$ cat config.mk
export PLATFORM = sky130hd
export DESIGN_NAME = serial_chunk_adder_flat
export DESIGN_NICKNAME = d
export VERILOG_FILES = /design/src/rtl/serial_chunk_adder_if.sv /design/src/rtl/serial_chunk_adder.sv /design/src/flat_wrapper.sv
export SDC_FILE = /design/constraint.sdc
export NUM_CORES = 1
export LEC_CHECK = 0
export BUFFER_PORTS_ARGS = -buffer_cell sky130_fd_sc_hd__buf_2
export CAP_MARGIN = 20
export CORE_MARGIN = 2
export CORE_UTILIZATION = 35
export CTS_BUF_LIST = sky130_fd_sc_hd__clkbuf_16
export CTS_CLUSTER_SIZE = 28
export DETAILED_ROUTE_END_ITERATION = 6
export SYNTH_ARGS = -nofsm -noshare
export SYNTH_HDL_FRONTEND = slang
export SYNTH_SLANG_ARGS = --single-unit
$ cat constraint.sdc
create_clock -name clk -period 3.3 [get_ports clk]
set_input_delay 0.495 -clock clk [delete_from_list [all_inputs] [get_ports clk]]
set_output_delay 0.495 -clock clk [all_outputs]
set_load 0.005 [all_outputs]
$ cat src/rtl/serial_chunk_adder_if.sv
// Operand/result bundle for serial_chunk_adder: request fields from the
// master, result and status flags back from the adder.
interface serial_chunk_adder_if #(
    parameter int WIDTH = 12
);
    logic             start;
    logic [WIDTH-1:0] a;
    logic [WIDTH-1:0] b;
    logic             cin;
    logic             sub;
    logic [WIDTH-1:0] s;
    logic             cout;
    logic             ovf;
    logic             busy;
    logic             done;

    modport master (
        output start, a, b, cin, sub,
        input  s, cout, ovf, busy, done
    );

    modport slave (
        input  start, a, b, cin, sub,
        output s, cout, ovf, busy, done
    );
endinterface

$ cat src/rtl/serial_chunk_adder.sv
// Multi-cycle adder/subtractor: one CHUNK-bit slice per clock, LSB slice first,
// with a registered carry linking the slices.
module serial_chunk_adder #(
    parameter int WIDTH = 12,
    parameter int CHUNK = 4
) (
    input logic                 clk,
    input logic                 rst,
    serial_chunk_adder_if.slave bus
);
    localparam int N    = WIDTH / CHUNK;
    localparam int IDXW = (N > 1) ? $clog2(N) : 1;
    localparam logic [IDXW-1:0] LAST = IDXW'(N - 1);

    typedef enum logic [1:0] {IDLE, RUN, DONE} state_t;

    state_t           state_q;
    logic [WIDTH-1:0] a_q;
    logic [WIDTH-1:0] b_q;
    logic [WIDTH-1:0] s_q;
    logic             carry_q;
    logic [IDXW-1:0]  idx_q;
    logic             cout_q;
    logic             ovf_q;
    logic             busy_q;
    logic             done_q;

    logic [CHUNK:0]   sum_d;
    logic             ovf_d;

    function automatic logic [CHUNK:0] slice_add(input logic [CHUNK-1:0] x,
                                                 input logic [CHUNK-1:0] y,
                                                 input logic             ci);
        return {1'b0, x} + {1'b0, y} + {{CHUNK{1'b0}}, ci};
    endfunction

    // Carry into the MSB is recovered from the MSB sum bit and its operands.
    function automatic logic signed_ovf(input logic x_msb, input logic y_msb,
                                        input logic sum_msb, input logic co);
        return (x_msb ^ y_msb ^ sum_msb) ^ co;
    endfunction

    always_comb begin
        sum_d = slice_add(a_q[CHUNK-1:0], b_q[CHUNK-1:0], carry_q);
        ovf_d = signed_ovf(a_q[CHUNK-1], b_q[CHUNK-1], sum_d[CHUNK-1], sum_d[CHUNK]);
    end

    always_ff @(posedge clk or posedge rst) begin
        if (rst) begin
            state_q <= IDLE;
            a_q     <= '0;
            b_q     <= '0;
            s_q     <= '0;
            carry_q <= 1'b0;
            idx_q   <= '0;
            cout_q  <= 1'b0;
            ovf_q   <= 1'b0;
            busy_q  <= 1'b0;
            done_q  <= 1'b0;
        end else begin
            case (state_q)
                IDLE, DONE: begin
                    done_q <= 1'b0;
                    if (bus.start) begin
                        // Subtraction folds into addition of ~b and ~cin.
                        a_q     <= bus.a;
                        b_q     <= bus.sub ? ~bus.b : bus.b;
                        carry_q <= bus.cin ^ bus.sub;
                        idx_q   <= '0;
                        busy_q  <= 1'b1;
                        state_q <= RUN;
                    end else begin
                        state_q <= IDLE;
                    end
                end
                RUN: begin
                    for (int i = 0; i < N; i++) begin
                        if (int'(idx_q) == i) s_q[i*CHUNK +: CHUNK] <= sum_d[CHUNK-1:0];
                    end
                    carry_q <= sum_d[CHUNK];
                    a_q     <= a_q >> CHUNK;
                    b_q     <= b_q >> CHUNK;
                    idx_q   <= idx_q + IDXW'(1);
                    if (idx_q == LAST) begin
                        state_q <= DONE;
                        busy_q  <= 1'b0;
                        done_q  <= 1'b1;
                        cout_q  <= sum_d[CHUNK];
                        ovf_q   <= ovf_d;
                    end
                end
                default: state_q <= IDLE;
            endcase
        end
    end

    assign bus.s    = s_q;
    assign bus.cout = cout_q;
    assign bus.ovf  = ovf_q;
    assign bus.busy = busy_q;
    assign bus.done = done_q;
endmodule

$ cat src/flat_wrapper.sv
// flat-port wrapper written by rule: the top's interface ports become plain ports
module serial_chunk_adder_flat 
#(
    parameter int WIDTH = 12,
    parameter int CHUNK = 4
)
  (clk, rst, bus_start, bus_a, bus_b, bus_cin, bus_sub, bus_s, bus_cout, bus_ovf, bus_busy, bus_done);
  serial_chunk_adder_if #(.WIDTH(WIDTH)) bus_i ();
  input logic clk;
  input logic rst;
  input wire logic [$bits(bus_i.start)-1:0] bus_start;
  input wire logic [$bits(bus_i.a)-1:0] bus_a;
  input wire logic [$bits(bus_i.b)-1:0] bus_b;
  input wire logic [$bits(bus_i.cin)-1:0] bus_cin;
  input wire logic [$bits(bus_i.sub)-1:0] bus_sub;
  output wire logic [$bits(bus_i.s)-1:0] bus_s;
  output wire logic [$bits(bus_i.cout)-1:0] bus_cout;
  output wire logic [$bits(bus_i.ovf)-1:0] bus_ovf;
  output wire logic [$bits(bus_i.busy)-1:0] bus_busy;
  output wire logic [$bits(bus_i.done)-1:0] bus_done;
  assign bus_i.start = bus_start;
  assign bus_i.a = bus_a;
  assign bus_i.b = bus_b;
  assign bus_i.cin = bus_cin;
  assign bus_i.sub = bus_sub;
  assign bus_s = bus_i.s;
  assign bus_cout = bus_i.cout;
  assign bus_ovf = bus_i.ovf;
  assign bus_busy = bus_i.busy;
  assign bus_done = bus_i.done;
  serial_chunk_adder #(.WIDTH(WIDTH), .CHUNK(CHUNK)) u_core (.clk(clk), .rst(rst), .bus(bus_i));
endmodule
Word-level counts from Yosys, hierarchy flattened
Cells that the tools add are included.
- output and inout bits: 16
- logic and storage cells: 55
- flip-flop bits (word level): 45
- input port bits: 29
- add/sub/neg operators: 3
- muxes and demuxes: 17
- reduce and logical (&&, ||, !) cells: 11
- bitwise operators: 5
- equal/unequal tests: 7
- operator list (kind ; count):
    $pmux 12 s2 ; 2
    $mux 12 ; 3
    $not 12->12 ; 1
    $reduce_and 2->1 ; 6
    $eq 2x2->1 const B ; 4
    $pmux 2 s2 ; 2
    $pmux 1 s2 ; 3
    $add 4x4->5 ; 1
    $add 5x1->5 ; 1
    $mux 1 ; 5
    $logic_not 2->1 ; 2
    $mux 2 ; 2
    $xor 1x1->1 ; 4
    $reduce_and 3->1 ; 1
    $add 2x1->2 const B ; 1
    $eq 2x1->1 const B ; 1
    $ne 2x1->1 const B ; 1
    $ne 2x2->1 const B ; 1
    $reduce_bool 2->1 ; 1
    $reduce_or 2->1 ; 1

Longest topological paths before layout
- depth after elaboration: 4
- depth in mapped cells: 7
- mapped depth without buffers: 7

Worst setup path before layout
OpenSTA, ideal clock, no wires.
- path type: flip-flop to flip-flop
- start point: register u_core.carry_q
- end point: register u_core.ovf_q (netlist: u_core.bus.ovf)
- cell stages (with the launch flop): 8
- data arrival time: 1.506 ns
- required time: 3.172 ns
- slack: 1.667 ns
- path through: dfrtp_1 -> fa_1 -> inv_1 -> fa_1 -> nand2b_1 -> o2bb2ai_1 -> xnor2_1 -> o21ai_0
- longest elaborated chain between the ends: 3
- ends and longest elaborated chain (item ; RTL line ; RTL):
    from (decl) ; serial_chunk_adder.sv:21 ; logic carry_q;
    from (signal assigned) ; serial_chunk_adder.sv:68 ; carry_q <= bus.cin ^ bus.sub;
    from (signal assigned) ; serial_chunk_adder.sv:80 ; carry_q <= sum_d[CHUNK];
    $add 5x1->5 * ; serial_chunk_adder.sv:34 ; return {1'b0, x} + {1'b0, y} + {{CHUNK{1'b0}}, ci};
    $xor 1x1->1 ; serial_chunk_adder.sv:40 ; return (x_msb ^ y_msb ^ sum_msb) ^ co;
    $xor 1x1->1 * ; serial_chunk_adder.sv:40 ;
    to (signal assigned) ; serial_chunk_adder.sv:89 ; ovf_q <= ovf_d;
    to (decl) ; serial_chunk_adder.sv:24 ; logic ovf_q;
Mark *: on every way between the ends. The rest lies on a longest branch, timed or not.
A chain may end at the register's enable or synchronous reset.

Final worst setup path
Ends and elaborated chain as after synthesis.

==> impl_metrics.env <==
export IMPL_fin_nets=265
export IMPL_dp_cells=293
export IMPL_power_density_nw_per_um2=1020
export IMPL_ctsHoldBuffers=0
export IMPL_drt_iter0_markers=67
export IMPL_hold_viol=0
export IMPL_utilization_pct=44.7
export IMPL_setup_tns_ns=0
export IMPL_postCtsResizedCells=0
export IMPL_grt_max_degree=28
export IMPL_vias=1428
export IMPL_crit_path_end_kind="flip-flop"
export IMPL_worst_pin_slew_ns=0.676
export IMPL_worstPathRequired_ns=3.45
export IMPL_clock_latency_ns=0.28
export IMPL_status="finished, final reports clean"
export IMPL_seq_area_frac_synth_pct=54.7
export IMPL_cap_viol_max_count=0
export IMPL_syn_nets=222
export IMPL_clk_pin_slew_worst_paths_ns=0.06
export IMPL_numPortBuffers=44
export IMPL_fmax_mhz=552
export IMPL_dpl_instance_area_um2=2320
export IMPL_start_util_pct=36.7
export IMPL_ys_ff_latch=45
export IMPL_timing_slew_headroom_pct=54.6
export IMPL_antennaDiodeCount=0
export IMPL_routed_wl_um=3920
export IMPL_setup_viol=0
export IMPL_hold_path_class="input port to asynchronous set/reset pin"
export IMPL_syn_mean_instance_area_um2=11.1
export IMPL_wire_per_inst_um=13.0
export IMPL_min_period_ns=1.81
export IMPL_grt_total_usage_pct=13.4
export IMPL_layout_cells_non_filler=301
export IMPL_p_leak_nw=1.25
export IMPL_die_x_um=80.7
export IMPL_slew_violations=0
export IMPL_rsz0062_at_grt="false"
export IMPL_root_buffer="clkbuf_16"
export IMPL_postCtsSetupRepairBufs=0
export IMPL_final_cell_area_um2=2510
export IMPL_area_delta_synth_final_pct=22.0
export IMPL_yosys_cell_types_count=27
export IMPL_grt_pass1_vias=1357
export IMPL_htreeDepth=2
export IMPL_ioPinCount=45
export IMPL_fillerInstances=569
export IMPL_cts_tree="built"
export IMPL_worstPathArrival_ns=1.96
export IMPL_fin_crit_sh_pct=54.9
export IMPL_synth_cells=185
export IMPL_cts_made_buffers=5
export IMPL_dieArea_um2=6510
export IMPL_vias_per_cell=4.74
export IMPL_grt_overflow=0
export IMPL_clockBufferDepth=2
export IMPL_cts_sinks=45
export IMPL_vdd_ir_drop_worst_mv=0.322
export IMPL_drive_gt1_share_pct=26.6
export IMPL_core_um2=5610
export IMPL_first_pass_iters=4
export IMPL_yosys_warnings=0
export IMPL_gp_congestion=0.747
export IMPL_syn_cell_area_um2=2060
export IMPL_antenna_left=0
export IMPL_criticalPathCategory="flip-flop to flip-flop"
export IMPL_post_dp_hpwl_um=2870
export IMPL_skew_ns=0.00619
export IMPL_grt_antenna_before_repair=0
export IMPL_fp_row_count=27
export IMPL_grt_pass1_wl_um=6580
export IMPL_drc=0
export IMPL_cp_max_fo=3
export IMPL_die_y_um=80.7
export IMPL_cp_start_kind="flip-flop"
## cell families after synthesis
group	share of synthesized area [%]
flops	54.7
simple gates	11.6
buf+inv	4.38
compound gates	14.8
xor+xnor	6.81
mux	2.01
fa+ha+maj	5.60
## cells in the final DEF, fill, tap and decap left out, types with 2 or more instances in the layout
master and instances:
bufinv_16 2, nor2_1 9, buf_4 2, a221o_1 9
clkbuf_16 5, nand2_4 2, nand2_1 35, xor2_1 3
ha_1 6, o21ai_0 18, xnor2_1 13, buf_2 44
mux2_4 2, nand2b_1 3, a22o_1 5, fa_1 2
dfrtp_1 45, inv_1 6, a22oi_1 8
## final cells by class
class | instances | area, um^2 | area share, %
tap | 72 | 90.1 | 3.59
inverter | 7 | 26.3 | 1.05
sequential | 45 | 1130 | 44.9
multi-input combinational | 123 | 841 | 33.5
clock buffer | 5 | 125 | 4.99
clock inverter | 3 | 65.1 | 2.59
timing repair buffer | 46 | 235 | 9.38
## layer usage
layer / GRT usage, % / vias to the layer above / wire (um)
li1: - / 715 / -
met1: 19.0 / 660 / 1980
met2: 19.7 / 46 / 1640
met3: 3.82 / 7 / 242
met4: 4.58 / 0 / 57
met5: 0 / - / 0
## report_power, final
part           total, W  internal, W  leakage, nW  switching, W
Clock          0.000637     0.000432       0.0938      0.000205
Sequential     0.000955     0.000805        0.566      0.000150
Combinational  0.000979     0.000442        0.587      0.000537
## worst paths after layout
check | cells after the start | end | slack [ns] | startpoint
setup / recovery | 7 | u_core.bus.ovf$_DFFE_PP0P_ | 1.49 | u_core.carry_q$_DFFE_PP0P_
hold / removal | 2 | u_core.bus.s[0]$_DFFE_PP0P_ | 0.22 | rst
setup reg to reg | 7 | u_core.bus.ovf$_DFFE_PP0P_ | 1.49 | u_core.carry_q$_DFFE_PP0P_
hold reg to reg | 2 | u_core.bus.s[5]$_DFFE_PP0P_ | 0.48 | u_core.bus.s[5]$_DFFE_PP0P_
max in group asynchronous | 3 | u_core.bus.busy$_DFFE_PP0P_ | 2.37 | rst
min in group clk | 3 | u_core.a_q[4]$_DFFE_PP0P_ | 0.43 | bus_a[4]
## Yosys cell counts
cell | instances | area, um^2
and2b_4 | 1 | 10.0
fa_1 | 2 | 40.0
a21o_1 | 1 | 7.51
nor2_1 | 9 | 33.8
ha_1 | 6 | 75.1
nor2_4 | 1 | 11.3
buf_6 | 1 | 11.3
nand2b_1 | 3 | 18.8
o2bb2ai_1 | 1 | 8.76
nor2b_1 | 1 | 6.26
nand2_4 | 2 | 22.5
nand2_1 | 35 | 131
buf_2 | 3 | 15.0
nor3_1 | 1 | 5.00
mux2_2 | 1 | 11.3
a22oi_1 | 8 | 60.1
xor2_1 | 3 | 26.3
clkbuf_1 | 2 | 7.51
xnor2_1 | 13 | 114
a22o_1 | 5 | 43.8
a221o_1 | 9 | 90.1
inv_1 | 7 | 26.3
mux2_4 | 2 | 30.0
buf_4 | 4 | 30.0
dfrtp_1 | 45 | 1130
o21ai_0 | 18 | 90.1
a21oi_1 | 1 | 5.00
## registers in the layout, summed over array words and instances (netlist names)
| signal | cells |
|---|---|
| u_core.bus.s | 12 |
| u_core.bus.busy | 1 |
| u_core.carry_q | 1 |
| u_core.state_q | 2 |
| u_core.bus.ovf | 1 |
| u_core.a_q | 12 |
| u_core.idx_q | 2 |
| u_core.bus.cout | 1 |
| u_core.b_q | 12 |
| u_core.bus.done | 1 |
## worst max-delay path, cell delays in order, from the launching register on
cell	delay, ns
dfrtp_1	0.40
fa_1	0.44
inv_1	0.08
fa_1	0.19
nand2b_1	0.11
o2bb2ai_1	0.19
xnor2_1	0.17
o21ai_0	0.09
## stage by stage
step	total power, W	hold WS, ns	worst slack, ns
3_5_place_dp	0.00196	0.466	1.49
3_3_place_gp	0.00193	0.457	1.50
6_report	0.00257	0.218	1.49
4_1_cts	0.00260	0.238	1.47
5_1_grt	0.00278	0.271	1.38
2_1_floorplan	0.00170	0.446	1.67
Power figures use the tool's default switching activity.
